File: src/rtl/ssd_scan_ctrl.sv
// Four-digit multiplexed seven-segment scan controller with frame-aligned value updates.
// Optional leading-zero blanking is enabled by defining SSD_LEADING_ZERO_BLANK_EN.
module ssd_scan_ctrl #(
   parameter int unsigned REFRESH_DIV = 100000,
   parameter int unsigned NUM_DIGITS  = 4
) (
   input  logic        clk,
   input  logic        rst,
   input  logic        load_valid,
   input  logic [15:0] load_data,
   output logic        load_ready,
   output logic [3:0]  disp_val,
   output logic [3:0]  an_n,
   output logic        frame_tick
);

   localparam int unsigned CntW = $clog2(REFRESH_DIV);
   localparam int unsigned IdxW = $clog2(NUM_DIGITS);
   localparam logic [CntW-1:0] CntMax = CntW'(REFRESH_DIV - 1);
   localparam logic [IdxW-1:0] IdxLast = IdxW'(NUM_DIGITS - 1);

   typedef enum logic [1:0] {
      StBlank = 2'b00,
      StScan  = 2'b01,
      StPend  = 2'b10
   } state_e;

   state_e          state_q, state_d;
   logic [CntW-1:0] cnt_q, cnt_d;
   logic [IdxW-1:0] idx_q, idx_d;
   logic [15:0]     active_q, active_d;
   logic [15:0]     shadow_q, shadow_d;
   logic [3:0]      disp_q, disp_d;
   logic [3:0]      an_q, an_d;
   logic            frame_tick_q, frame_tick_d;

   logic tick;
   logic boundary;
   logic handshake;
   logic blank_digit;

   assign load_ready = (state_q != StPend);
   assign handshake  = load_valid & load_ready;
   assign tick       = (state_q != StBlank) && (cnt_q == CntMax);
   assign boundary   = tick && (idx_q == IdxLast);

   always_comb begin
      state_d  = state_q;
      cnt_d    = cnt_q;
      idx_d    = idx_q;
      active_d = active_q;
      shadow_d = shadow_q;

      unique case (state_q)
         StBlank: begin
            cnt_d = '0;
            idx_d = '0;
            if (handshake) begin
               active_d = load_data;
               state_d  = StScan;
            end
         end
         StScan: begin
            cnt_d = tick ? '0 : cnt_q + CntW'(1);
            if (tick) idx_d = idx_q + IdxW'(1);
            // A load landing on a boundary tick waits for the next boundary.
            if (handshake) begin
               shadow_d = load_data;
               state_d  = StPend;
            end
         end
         StPend: begin
            cnt_d = tick ? '0 : cnt_q + CntW'(1);
            if (tick) idx_d = idx_q + IdxW'(1);
            if (boundary) begin
               active_d = shadow_q;
               state_d  = StScan;
            end
         end
         default: begin
            state_d = StBlank;
            cnt_d   = '0;
            idx_d   = '0;
         end
      endcase
   end

   // Outputs are registered from next-state values so the new digit shows one cycle after tick.
   always_comb begin
      blank_digit = 1'b0;
`ifdef SSD_LEADING_ZERO_BLANK_EN
      blank_digit = (idx_d != '0) && ((active_d >> {idx_d, 2'b00}) == 16'h0000);
`else
      blank_digit = 1'b0;
`endif
      disp_d       = active_d[{idx_d, 2'b00} +: 4];
      an_d         = ((state_d == StBlank) || blank_digit) ? 4'b1111 : ~(4'b0001 << idx_d);
      frame_tick_d = boundary;
   end

   always_ff @(posedge clk) begin
      if (rst) begin
         state_q      <= StBlank;
         cnt_q        <= '0;
         idx_q        <= '0;
         active_q     <= 16'h0000;
         shadow_q     <= 16'h0000;
         disp_q       <= 4'h0;
         an_q         <= 4'b1111;
         frame_tick_q <= 1'b0;
      end else begin
         state_q      <= state_d;
         cnt_q        <= cnt_d;
         idx_q        <= idx_d;
         active_q     <= active_d;
         shadow_q     <= shadow_d;
         disp_q       <= disp_d;
         an_q         <= an_d;
         frame_tick_q <= frame_tick_d;
      end
   end

   assign disp_val   = disp_q;
   assign an_n       = an_q;
   assign frame_tick = frame_tick_q;

endmodule

File: config.mk
export PLATFORM = sky130hd
export DESIGN_NAME = ssd_scan_ctrl
export DESIGN_NICKNAME = d
export VERILOG_FILES = /design/src/rtl/ssd_scan_ctrl.sv
export SDC_FILE = /design/constraint.sdc
export NUM_CORES = 1
export LEC_CHECK = 0
export CAP_MARGIN = 25
export CORE_ASPECT_RATIO = 1.2
export CORE_MARGIN = 2
export CORE_UTILIZATION = 40
export CTS_BUF_LIST = sky130_fd_sc_hd__clkbuf_4 sky130_fd_sc_hd__clkbuf_8
export DETAILED_ROUTE_END_ITERATION = 10
export GPL_TIMING_DRIVEN = 0
export PLACE_DENSITY_LB_ADDON = 0.05
export SYNTH_ARGS = -nofsm -noshare
export SYNTH_HDL_FRONTEND = slang
export SYNTH_SLANG_ARGS = --single-unit
File: constraint.sdc
create_clock -name clk -period 2.41 [get_ports clk]
set_input_delay 0.482 -clock clk [delete_from_list [all_inputs] [get_ports clk]]
set_output_delay 0.482 -clock clk [all_outputs]
set_load 0.01 [all_outputs]
Word level (Yosys, flattened, before mapping). Cells that the tools add are included. W data, S select, Z words.

Bits in registers: 62. Word-level logic and storage cells: 38.

Add/subtract/negate cells: 2. Eq/ne operators: 5. Shift operators: 2. Multiplexer cells: 9. Bitwise gates (word level): 3. Reductions and logical operators: 9.

Operator list (number): $mux W16 (2); $pmux W16 S2 (1); $add A17 B1 Y17 const B (1); $eq A17 B17 Y1 const B (1); $shiftx A16 B5 Y4 (1); $mux W2 (5); $pmux W2 S3 (1); $eq A2 B2 Y1 const B (2); $logic_not A2 Y1 (2); $not A4 Y4 (1); $reduce_or A2 Y1 (2); $shl A1 B2 Y4 const A (1); $reduce_or A3 Y1 (1); $add A2 B1 Y2 const B (1); $eq A2 B1 Y1 const B (1); $logic_and A1 B1 Y1 (2); $ne A2 B2 Y1 const B (1); $reduce_and A2 Y1 (1); $reduce_bool A2 Y1 (1); $and A1 B1 Y1 (1); $not A1 Y1 (1).

Logic depth before layout (Yosys ltp). Gate-level depths: netlist of the first run.

Word-level depth: 7. Gate-level depth with buffers: 9.

Worst setup path after synthesis of the first run. No wires, ideal clock.

Path type: reg2reg. Start: reg state_q[0]. End: reg disp_q[2], in the netlist disp_val[2]. Library setup time: 0.123 ns. Arrival: 2.022 ns. Required time: 2.287 ns. Path slack: 0.265 ns. Cell stages (with the launch flop): 10. Clock period less this slack: 2.145 ns. Path through: dfxtp_1 > inv_1 > ha_1 > nand3b_1 > nor2_4 > nand3_4 > buf_6 > mux2_4 > a211oi_2 > nor4_2.

Cells in the longest elaborated chain, start to end: 6. Elaborated cells on any way between the ends: 15.

Ends and longest elaborated chain: from (decl) (line 28) `state_e state_q, state_d;`; from (signal assigned) (line 103) `state_q <= StBlank;`; from (signal assigned) (line 112) `state_q <= state_d;`; $reduce_bool A2 Y1 (line 44) `assign tick = (state_q != StBlank) && (cnt_q == CntMax);`; $logic_and A1 B1 Y1 (line 44); $logic_and A1 B1 Y1 (line 45) `assign boundary = tick && (idx_q == IdxLast);`; $mux W16 (line 75) `if (boundary) begin`; $pmux W16 S2 (line 54) `unique case (state_q)`; $shiftx A16 B5 Y4 * (line 96) `disp_d = active_d[{idx_d, 2'b00} +: 4];`; to (signal assigned) (line 117) `disp_q <= disp_d;`; to (decl) (line 33) `logic [3:0] disp_q, disp_d;`.

Mark *: on every way between the ends. The rest lies on a longest branch, timed or not. A chain may end at the register's enable or synchronous reset.

Final worst setup path of the first run.
Start: reg cnt_q[6]. End: reg disp_q[0], in the netlist disp_val[0].

Cells in the longest elaborated chain, start to end: 6. Elaborated cells on any way between the ends: 8.

Ends and longest elaborated chain: from (decl) (line 29) `logic [CntW-1:0] cnt_q, cnt_d;`; from (signal assigned) (line 113) `cnt_q <= cnt_d;`; $eq A17 B17 Y1 * (line 44); $logic_and A1 B1 Y1 * (line 44); $logic_and A1 B1 Y1 (line 45); $mux W16 (line 75); $pmux W16 S2 (line 54); $shiftx A16 B5 Y4 * (line 96).

Marks and branches as above.

==> metrics.md, run 1 <==
| Metric | Value |
|---|---|
| Placed Cells | between 400 and 500 |
| Fmax | roughly 430 MHz |
| Non-filler cells, final | 500 |
| CTS Sinks | a little over 60 |
| Clock Skew | 0.0105 ns |
| DR vias/cell | ~5.5 |
| Most used flip-flop cell after synthesis | dfxtp_1 |
| P_leak | about 0.0015 uW |
| Levels on crit path | 6 |
| Wire per inst | 16.8 um |
| Worst VDD drop | 0.359 mV |
| Syn Area/Cell | between 8 and 9 um^2 |
| Clock Latency Late Sink | between 0.3 and 0.4 ns |
| P per Cell Area | between 700 and 800 nW/um^2 |
| CP max FO | 6 |
| Data arrival time of the worst path | 2.55 ns |
| Tmin final | approximately 2.3 ns |
| CTS tree | yes |
| Cell Rows | 35 |
| CP Capture Type | register |
| Final instance area | approximately 3900 um^2 |
| Ys Warns | 0 |
| Number of synthesized flops with an enable pin | 0 |
| DIE HEIGHT | a little over 100 um |
| R2R setup slack | 0.07 ns |
| Placed inst area | 3550 um^2 |
| Gate Count Post-Synth | 360 |
| Fin crit share | between 90% and 100% |
| Synthesis-stage register bit count | between 60 and 70 |
| Mapped Area | 3180 um^2 |
| # DRC | 0 |
| CP Class | reg -> reg |
| Die width | ~85 um |
| Worst slew margin | just under 60% |
| Worst-path clk slew | around 0.080 ns |
| Worst path max stage delay | between 0.4 and 0.5 ns |
| Nets | between 400 and 500 |
| Total CTS buffers | 9 |
| Highest-delay cell along the critical path | mux2_2 |
| Max Slew Vio Count | 0 |
| Critical path launch point type | register |
| Post-DP HPWL | ~5.7 mm |
| H-tree Lvls | 3 |
| Unrepaired setup endpoints after global routing | false |
| Number of port buffers | 26 |
| Post-synthesis sequential area ratio | 39.1% |
| Antenna-violating nets left | 0 |
| Path depth of the worst reg2reg path | 6 |
| Hold Vio Cnt, Final | 0 |
| Share of cells above drive strength 1 | between 10% and 20% |
| Global Route Usage Sum | approximately a fifth |
| Worst Max-Slew Pin Slew | just over 0.6 ns |
| First-pass GRT wire length | roughly 13 mm |
| Drt pass-1 iters | 4 |
| Routed via count | ~2700 |
| Largest net degree at the start of global routing | 11 |
| Critical path, cell by cell | nor4b_4, nand4_2, nor3_4, mux2_2, a211oi_1, nor4_1 |
| CORE AREA | between 7000 and 8000 um^2 |
| Gpl congestion | 0.818 |
| CTS Hold Bufs | 0 |
| Required time worst endpoint | 2.62 ns |
| Synth Net Count | a little under 400 |
| Delay-heaviest family, CP | simple AND/OR/NAND/NOR gates |
| Area Overhead vs Synth | 22.3% |
| Hold Path Class | reg -> reg |
| Setup_tns | 0 ns |
| Synth unique cells | 46 |
| DRT Wirelength | roughly 8.4 mm |
| Die area | roughly 8700 um^2 |
| Max Cap Viol | 0 |
| IO Pins | 29 |
| Starting Density | 41.2% |
| Clock Tree Root | clkbuf_8 |
| Hold depth | 2 |
| Initial antenna violation count | 0 |
| Post-synthesis async set-or-reset flop share | 0% |
| Hold WS | about 0.46 ns |
| Initial DRC Count | between 90 and 100 |
| # setup viols final | 0 |
| Grt total ovfl | 0 |
| CTS max path bufs | 2 |
| Status | finished, final reports clean |
| CP Buf/Inv Count | 0 |
| Number of global-route vias before repair | about 2600 |
| # diodes | 0 |
| Fin util | between 50% and 60% |
## cell families (layout without fill, tap and decap cells)
logic type | after synthesis | in the layout | share of synthesized area (%)
buffers and inverters | 38 | 86 | 6.30
flip-flops | 62 | 62 | 39.1
XOR/XNOR | 16 | 16 | 4.41
AND/OR/NAND/NOR | 134 | 134 | 21.5
AO/OA/AOI/OAI | 91 | 91 | 20.6
multiplexers | 13 | 13 | 5.67
adder cells (fa/ha/maj) | 6 | 6 | 2.36
## final timing paths
| kind | startpoint | end |
|---|---|---|
| worst max-delay path | cnt_q[6]$_SDFF_PP0_ | disp_val[0]$_SDFF_PP0_ |
| worst min-delay path | shadow_q[9]$_SDFFE_PP0P_ | shadow_q[9]$_SDFFE_PP0P_ |
| worst min register to register | shadow_q[9]$_SDFFE_PP0P_ | shadow_q[9]$_SDFFE_PP0P_ |
| worst max register to register | cnt_q[6]$_SDFF_PP0_ | disp_val[0]$_SDFF_PP0_ |
## power breakdown
group          internal, uW  switching [uW]  leakage, uW
clock network           419             408    0.0000930
logic                   319             435     0.000853
registers              1130            59.1     0.000505
## worst reg2reg max path: cells and delay by family, from the launching register on
family           cells  cell delay (ns)
AO/OA/AOI/OAI        1             0.26
flip-flops           1             0.37
AND/OR/NAND/NOR      4             1.10
multiplexers         1             0.49
## placed cells by master (no fill, tap or decap), types with 3 or more instances in the layout
master and count:
a311oi_2 3, dfxtp_1 60, and3_1 10, a22oi_1 4, ha_1 5, a211oi_1 11
nor4_1 3, inv_1 13, a21oi_1 32, clkdlybuf4s50_1 25, clkinv_2 3, clkbuf_2 5
mux2_2 4, nand3_1 6, xor2_1 6, a22o_2 3, nand2_1 47, mux2_4 9
xnor2_1 10, a22o_1 17, clkbuf_1 11, a211oi_2 6, buf_4 6, o21ai_0 5
nand2b_1 5, nor2_1 39, nand4_1 7, clkbuf_8 15
## synth_stat cells (all sizes together) (6+ instances only)
cell / n / area, um^2
a211oi: 18 / 150
a21oi: 32 / 160
a22o: 20 / 179
and3: 10 / 62.6
clkbuf: 21 / 120
dfxtp: 62 / 1240
ha: 6 / 75.1
inv: 14 / 52.6
mux2: 13 / 180
nand2: 47 / 176
nand3: 7 / 47.6
nand4: 9 / 68.8
nor2: 40 / 158
xnor2: 10 / 87.6
xor2: 6 / 52.6
## cell type report
class,count,area (um^2)
inverters,14,52.6
repair buffers,32,304
flip-flops and latches,62,1240
multi-input cells,260,1830
clock buffers,12,153
fillers,764,3820
clock inverters,4,22.5
plain buffers,24,166
well taps,92,115
## flip-flops by register name, indices dropped and copies added, names as in the netlist
signal and cells:
active_q 16, an_n 4, cnt_q 17, state_q 2, frame_tick 1, disp_val 4
idx_q 2, shadow_q 16
## routing by layer
metal  share of wire [%]  vias up  GRT usage [%]
met2                  50       48           34.6
met5                   0        -              0
met4                0.91        0           5.74
met3                 3.8        4           4.24
li1                    -     1362              -
met1                  45     1313           25.3
## metrics by stage
step / power, uW / setup WS, ns
after floorplan: 1690 / 0.265
after global placement: 1910 / -0.249
after detailed placement: 1920 / -0.261
after CTS: 2760 / 0.00105
after global routing: 2920 / 0.00675
final: 2770 / 0.0725
## timing repair
action | CTS | global route
gates cloned | 0 | 0
endpoints found under the setup margin | 21 | 25
setup buffers | 1 | 5
pin swaps | 2 | 2
hold endpoints to repair | 0 | 0
gates resized for setup | 11 | 19
Note: power is estimated with default switching activity, not from simulation.
==> run 2, diff against run 1 <==
--- a/config.mk
+++ b/config.mk
@@ -12,6 +12,7 @@
 export CTS_BUF_LIST = sky130_fd_sc_hd__clkbuf_4 sky130_fd_sc_hd__clkbuf_8
 export DETAILED_ROUTE_END_ITERATION = 10
 export GPL_TIMING_DRIVEN = 0
+export HOLD_SLACK_MARGIN = 0.06
 export PLACE_DENSITY_LB_ADDON = 0.05
 export SYNTH_ARGS = -nofsm -noshare
 export SYNTH_HDL_FRONTEND = slang
==> results of run 2 <==
Same layout as run 1: the final DEF is identical, and so are final timing and power.
